--- src/rtl/normalizer_round_pipe.sv ---
// Two-stage normaliser and round-to-nearest-even unit between the mantissa adder and the
// result packer. S1 normalises with a leading-zero count, S2 rounds and raises status flags.
module normalizer_round_pipe #(
   parameter int EXP_WIDTH      = 8,
   parameter int MANTISSA_WIDTH = 23
) (
   input  logic                        clk_in,
   input  logic                        rst_in,
   input  logic                        valid_in,
   output logic                        ready_out,
   input  logic                        sign_in,
   input  logic [EXP_WIDTH-1:0]        expoent_in,
   input  logic [MANTISSA_WIDTH+1:0]   result_in,
   input  logic [2:0]                  grs_in,
   output logic                        valid_out,
   input  logic                        ready_in,
   output logic                        sign_out,
   output logic [EXP_WIDTH-1:0]        normal_e_out,
   output logic [MANTISSA_WIDTH:0]     normal_m_out,
   output logic                        overflow_out,
   output logic                        underflow_out,
   output logic                        inexact_out,
   output logic                        zero_out
);

   localparam int M   = MANTISSA_WIDTH;
   localparam int E   = EXP_WIDTH;
   localparam int LZW = $clog2(M + 2);
   localparam logic [E:0] EXP_MAX = {1'b0, {E{1'b1}}};

   // Stage 1 registers
   logic          r_s1_valid, r_s1_sign, r_s1_g, r_s1_r, r_s1_s;
   logic          r_s1_special, r_s1_flush, r_s1_zero;
   logic [E:0]    r_s1_exp;
   logic [M:0]    r_s1_mant;

   // Stage 2 registers (drive the outputs directly)
   logic          r_s2_valid, r_s2_sign, r_s2_ovf, r_s2_unf, r_s2_inx, r_s2_zero;
   logic [E-1:0]  r_s2_exp;
   logic [M:0]    r_s2_mant;

   logic          w_s2_load;
   logic [LZW-1:0] w_lz;
   logic [M+2:0]  w_ext, w_shifted;
   logic [E:0]    w_exp_diff;
   logic          w_underflow;

   logic          w_s1_g, w_s1_r, w_s1_s, w_s1_special, w_s1_flush, w_s1_zero;
   logic [E:0]    w_s1_exp;
   logic [M:0]    w_s1_mant;

   logic          w_round_up;
   logic [M+1:0]  w_mant_sum;
   logic [E:0]    w_s2_exp_full;
   logic [M:0]    w_s2_mant;
   logic          w_s2_ovf, w_s2_unf, w_s2_inx, w_s2_zero;

   assign w_s2_load = !r_s2_valid || ready_in;
   assign ready_out = !r_s1_valid || w_s2_load;

   // Highest set bit wins; an all-zero result leaves the guard bit as the leading one.
   always_comb begin
      w_lz = LZW'(M + 1);
      for (int i = 0; i <= M; i++) begin
         if (result_in[i]) w_lz = LZW'(M - i);
      end
   end

   assign w_ext       = {result_in[M:0], grs_in[2], grs_in[1]};
   assign w_shifted   = w_ext << w_lz;
   assign w_exp_diff  = {1'b0, expoent_in} - (E+1)'(w_lz);
   assign w_underflow = w_exp_diff[E] || (w_exp_diff == '0);

   always_comb begin
      w_s1_exp     = '0;
      w_s1_mant    = '0;
      w_s1_g       = 1'b0;
      w_s1_r       = 1'b0;
      w_s1_s       = 1'b0;
      w_s1_special = 1'b0;
      w_s1_flush   = 1'b0;
      w_s1_zero    = 1'b0;
      if (&expoent_in) begin
         w_s1_special = 1'b1;
         w_s1_exp     = {1'b0, expoent_in};
         w_s1_mant    = result_in[M:0];
      end else if (result_in == '0 && grs_in == 3'b000) begin
         w_s1_zero = 1'b1;
      end else if (result_in[M+1]) begin
         w_s1_mant = result_in[M+1:1];
         w_s1_g    = result_in[0];
         w_s1_r    = grs_in[2];
         w_s1_s    = grs_in[1] | grs_in[0];
         w_s1_exp  = {1'b0, expoent_in} + (E+1)'(1);
      end else if (w_underflow) begin
         w_s1_flush = 1'b1;
         w_s1_zero  = 1'b1;
      end else begin
         w_s1_mant = w_shifted[M+2:2];
         w_s1_g    = w_shifted[1];
         w_s1_r    = w_shifted[0];
         w_s1_s    = grs_in[0];
         w_s1_exp  = w_exp_diff;
      end
   end

   assign w_round_up = r_s1_g & (r_s1_r | r_s1_s | r_s1_mant[0]);
   assign w_mant_sum = {1'b0, r_s1_mant} + (M+2)'(w_round_up);

   always_comb begin
      w_s2_exp_full = '0;
      w_s2_mant     = '0;
      w_s2_ovf      = 1'b0;
      w_s2_unf      = 1'b0;
      w_s2_inx      = 1'b0;
      w_s2_zero     = 1'b0;
      if (r_s1_special) begin
         w_s2_exp_full = r_s1_exp;
         w_s2_mant     = r_s1_mant;
      end else if (r_s1_zero) begin
         w_s2_zero = 1'b1;
         w_s2_unf  = r_s1_flush;
         w_s2_inx  = r_s1_flush;
      end else begin
         if (w_mant_sum[M+1]) begin
            w_s2_mant     = {1'b1, {M{1'b0}}};
            w_s2_exp_full = r_s1_exp + (E+1)'(1);
         end else begin
            w_s2_mant     = w_mant_sum[M:0];
            w_s2_exp_full = r_s1_exp;
         end
         w_s2_inx = r_s1_g | r_s1_r | r_s1_s;
         // Exponent is one bit wider than the field, so a rounding carry past all-ones is still seen.
         if (w_s2_exp_full >= EXP_MAX) begin
            w_s2_exp_full = EXP_MAX;
            w_s2_mant     = '0;
            w_s2_ovf      = 1'b1;
            w_s2_inx      = 1'b1;
         end
      end
   end

   // NOTE: non-blocking assignments so every register samples pre-edge values of the others.
   always_ff @(posedge clk_in) begin
      if (rst_in) begin
         r_s1_valid   <= 1'b0;
         r_s1_sign    <= 1'b0;
         r_s1_exp     <= '0;
         r_s1_mant    <= '0;
         r_s1_g       <= 1'b0;
         r_s1_r       <= 1'b0;
         r_s1_s       <= 1'b0;
         r_s1_special <= 1'b0;
         r_s1_flush   <= 1'b0;
         r_s1_zero    <= 1'b0;
         r_s2_valid   <= 1'b0;
         r_s2_sign    <= 1'b0;
         r_s2_exp     <= '0;
         r_s2_mant    <= '0;
         r_s2_ovf     <= 1'b0;
         r_s2_unf     <= 1'b0;
         r_s2_inx     <= 1'b0;
         r_s2_zero    <= 1'b0;
      end else begin
         if (ready_out) begin
            r_s1_valid <= valid_in;
            if (valid_in) begin
               r_s1_sign    <= sign_in;
               r_s1_exp     <= w_s1_exp;
               r_s1_mant    <= w_s1_mant;
               r_s1_g       <= w_s1_g;
               r_s1_r       <= w_s1_r;
               r_s1_s       <= w_s1_s;
               r_s1_special <= w_s1_special;
               r_s1_flush   <= w_s1_flush;
               r_s1_zero    <= w_s1_zero;
            end
         end
         if (w_s2_load) begin
            r_s2_valid <= r_s1_valid;
            if (r_s1_valid) begin
               r_s2_sign <= r_s1_sign;
               r_s2_exp  <= w_s2_exp_full[E-1:0];
               r_s2_mant <= w_s2_mant;
               r_s2_ovf  <= w_s2_ovf;
               r_s2_unf  <= w_s2_unf;
               r_s2_inx  <= w_s2_inx;
               r_s2_zero <= w_s2_zero;
            end
         end
      end
   end

   assign valid_out     = r_s2_valid;
   assign sign_out      = r_s2_sign;
   assign normal_e_out  = r_s2_exp;
   assign normal_m_out  = r_s2_mant;
   assign overflow_out  = r_s2_ovf;
   assign underflow_out = r_s2_unf;
   assign inexact_out   = r_s2_inx;
   assign zero_out      = r_s2_zero;

endmodule

--- config.mk ---
export PLATFORM = sky130hd
export DESIGN_NAME = normalizer_round_pipe
export DESIGN_NICKNAME = d
export VERILOG_FILES = /design/src/rtl/normalizer_round_pipe.sv
export SDC_FILE = /design/constraint.sdc
export NUM_CORES = 1
export LEC_CHECK = 0
export ABC_AREA = 0
export CAP_MARGIN = 20
export CORE_MARGIN = 2
export CORE_UTILIZATION = 40
export DETAILED_ROUTE_END_ITERATION = 6
export DONT_BUFFER_PORTS = 1
export GPL_ROUTABILITY_DRIVEN = 0
export PLACE_DENSITY = 0.52
export SYNTH_ARGS = -nofsm -noshare
export SYNTH_HDL_FRONTEND = slang
export SYNTH_SLANG_ARGS = --single-unit
export TNS_END_PERCENT = 30
--- constraint.sdc ---
create_clock -name clk_in -period 6.7 [get_ports clk_in]
set_input_delay 1.34 -clock clk_in [delete_from_list [all_inputs] [get_ports clk_in]]
set_output_delay 1.34 -clock clk_in [all_outputs]
set_load 0.03 [all_outputs]
==> metrics.json <==
{
  "run_status": "finished with violations",
  "violations": "DRC",
  "leakage_nw": 2.687,
  "rsz_0062_raised_after_global_routing": "false",
  "timing_max_transition_violations_final": 0,
  "synth_top_family_by_area": "compound AO/OA/AOI/OAI gates",
  "placed_cells_incl_taps": 1189,
  "setup.worst_path.start_class": "input port",
  "die_area_um2": 19290,
  "vias_per_cell": 6.759,
  "coreArea_um2": 17900,
  "power.density_cell_area_nw_per_um2": 184.6,
  "clk_tree_root_cell": "sky130_fd_sc_hd__clkbuf_16",
  "worst_setup_path_end_kind": "register",
  "critPathLaunch": "result_in[4]",
  "initial_cell_density_of_the_core_pct": 40.66,
  "numClockSinks": 79,
  "hold_buffers": 0,
  "totalNegativeSetupSlack_ps": 0,
  "clk_skew_ps": 8.244,
  "synthesis.nets": 1086,
  "ant_nets": 0,
  "synth_area_per_inst_um2": 7.027,
  "drive_gt1_share_pct": 7.377,
  "grt_pass1_vias": 7265,
  "worstPathCellList": "nor2b_1 > o21bai_1 > nand3_1 > a21oi_4 > inv_4 > ha_1 > fa_1 > nand2b_1 > a21oi_1 > nor3_1 > o311a_1 > a211oi_1 > nor4b_1 > o21ai_0 > o22ai_1",
  "area.sequential_um2": 1582,
  "utilization_pct": 42.51,
  "data_arrival_time_of_the_critical_path_ps": 5880,
  "cp_data_required_time_ps": 6960,
  "worst_skew_pair.late_latency_ps": 340,
  "path_class": "input port to register",
  "critical-path-max-stage-delay_ps": 630,
  "detailed_place.area_um2": 7287,
  "max_cap_violations": 0,
  "synth.cell_area_um2": 7279,
  "grt_start_max_net_pins": 90,
  "nNetsFinal": 1021,
  "mostFrequentLayoutCell": "sky130_fd_sc_hd__nand2_1",
  "htree_levels": 3,
  "area.growth.synth_to_final_pct": 4.555,
  "worstHoldPathType": "register to register",
  "achievable-frequency_ghz": 0.1779,
  "die_y_um": 138.9,
  "wire_per_inst_um": 22.61,
  "grt_antenna_before_repair": 0,
  "synth_cells": 1036,
  "worst-path-buf-inv": 1,
  "adder_cell_share_of_the_synthesized_area_pct": 1.650,
  "muxShareOfSynthArea_pct": 1.667,
  "basic_gate_share_of_the_synthesized_area_counting_and_or_nand_and_nor_cells_pct": 32.88,
  "cts_tree": "yes",
  "pin_count": 80,
  "layout.cell_area.non_filler_um2": 7611,
  "cts_inserted_buffers": 9,
  "drtPass1Iterations": 7,
  "post_route_drc": 9,
  "final_critical_path_setup_slack_ps": 1080,
  "num_rows": 49,
  "crit_family": "compound AO/OA/AOI/OAI gates",
  "inserted_diodes": 0,
  "worst_path_max_delay_cell": "sky130_fd_sc_hd__nor4b_1",
  "synth.distinct_cells": 94,
  "min_period_ps": 5620,
  "final-instance-count-excl-fill": 1205,
  "design_power_total_mw": 1.405,
  "synth_async_sr_flop_share_pct": 0,
  "worst_r2r_src": "r_s1_g",
  "placement.setup.worst_slack_ps": 884.0,
  "dp_hpwl_mm": 19.61,
  "path_clk_slew_ps": 60,
  "synth_xor_xnor_area_share_pct": 1.203,
  "final.fill_count": 1904,
  "grt.total_usage_pct": 27.30,
  "overflow": 0,
  "routed_wirelength_mm": 27.25,
  "holdCritStartpoint": "r_s1_sign",
  "slew-limit-headroom_pct": 30.70,
  "cts_resized": 0,
  "global_route_wire_length_before_repair_mm": 42.73,
  "max_slew.worst_pin.slew_ps": 1030,
  "cts_buffer_depth": 2,
  "synth_enable_flop_cells": 0,
  "final_hold_violations": 0,
  "setup_violations": 0,
  "yosysSeqAreaShare_pct": 21.73,
  "multiInputGateArea_um2": 5221,
  "ys_dominant_reg_cell": "sky130_fd_sc_hd__dfxtp_1",
  "timing.hold.ws_ps": 451.4,
  "leading_cell_types_in_the_layout_fill_and_taps_excluded": "114 x sky130_fd_sc_hd__nand2_1, 110 x sky130_fd_sc_hd__nor2_1, 79 x sky130_fd_sc_hd__dfxtp_1",
  "max-vdd-ir-drop_v": 0.0001466,
  "fin_crit_sh_pct": 83.87,
  "routed-via-count": 8144,
  "setup_repair_bufs_after_cts": 0,
  "drt-initial-drc-count": 1277,
  "postSynthRegisterBits": 79,
  "die_width_um": 138.9,
  "yosys_warns": 0,
  "cp_max_fo": 25,
  "io_buffer_count": 0,
  "synth_compound_area_share_pct": 34.31
}
layout make-up:
cell class	count	share of cell area (%)
clock buffer	11	3.189
inverter	22	1.118
multi-input combinational	844	68.60
clock inverter	5	1.069
tap	229	3.765
sequential	79	20.78
timing repair buffer	15	1.480
cell usage after synthesis, types with 30 or more instances:
master | number | share of area [%]
sky130_fd_sc_hd__a31oi_1 | 31 | 2.7
sky130_fd_sc_hd__nor3_1 | 35 | 2.4
sky130_fd_sc_hd__nand2_1 | 114 | 5.9
sky130_fd_sc_hd__a21oi_1 | 77 | 5.3
sky130_fd_sc_hd__o21ai_0 | 40 | 2.8
sky130_fd_sc_hd__dfxtp_1 | 79 | 22
sky130_fd_sc_hd__a211oi_1 | 40 | 4.1
sky130_fd_sc_hd__and3_1 | 30 | 2.6
sky130_fd_sc_hd__nand3_1 | 46 | 3.2
sky130_fd_sc_hd__nor2_1 | 110 | 5.7
sky130_fd_sc_hd__clkbuf_1 | 61 | 3.1
flip-flops by register name, summed over array words and instances (netlist names):
name	cells
inexact_out	1
normal_e_out	8
normal_m_out	24
overflow_out	1
r_s1_exp	9
r_s1_flush	1
r_s1_g	1
r_s1_mant	24
r_s1_r	1
r_s1_s	1
r_s1_sign	1
r_s1_special	1
r_s1_valid	1
r_s1_zero	1
sign_out	1
underflow_out	1
valid_out	1
zero_out	1
power breakdown:
| group | internal [mW] | total [mW] | switching (mW) |
|---|---|---|---|
| sequential | 0.504 | 0.581 | 0.0767 |
| combinational | 0.111 | 0.294 | 0.183 |
| clock | 0.337 | 0.531 | 0.194 |
worst min-delay path, cell delays in order (launching register included):
cell,delay [ps]
sky130_fd_sc_hd__dfxtp_1,310
sky130_fd_sc_hd__nand2_1,50
sky130_fd_sc_hd__a21oi_1,50
path summary, 6_finish.rpt:
path                           to  slack, ps  cells past startpoint
setup reg to reg  normal_m_out[1]       2580                     10
hold reg to reg          sign_out        450                      2
setup / recovery    r_s1_mant[10]       1080                     15
hold / removal           sign_out        450                      2
kinds of logic (layout without fill, tap and decap cells):
group,Yosys count,count (layout)
mux,12,12
compound gates,346,346
simple gates,467,467
xor+xnor,10,10
flops,79,79
fa+ha+maj,9,9
buf+inv,113,53
metal layers:
| metal | wire length [um] | global-route usage, % |
|---|---|---|
| met5 | 0 | 0 |
| met4 | 921 | 8.719 |
| met3 | 2429 | 5.594 |
| met2 | 11870 | 41.48 |
| met1 | 12020 | 38.76 |
(Power assumes the default switching activity.)
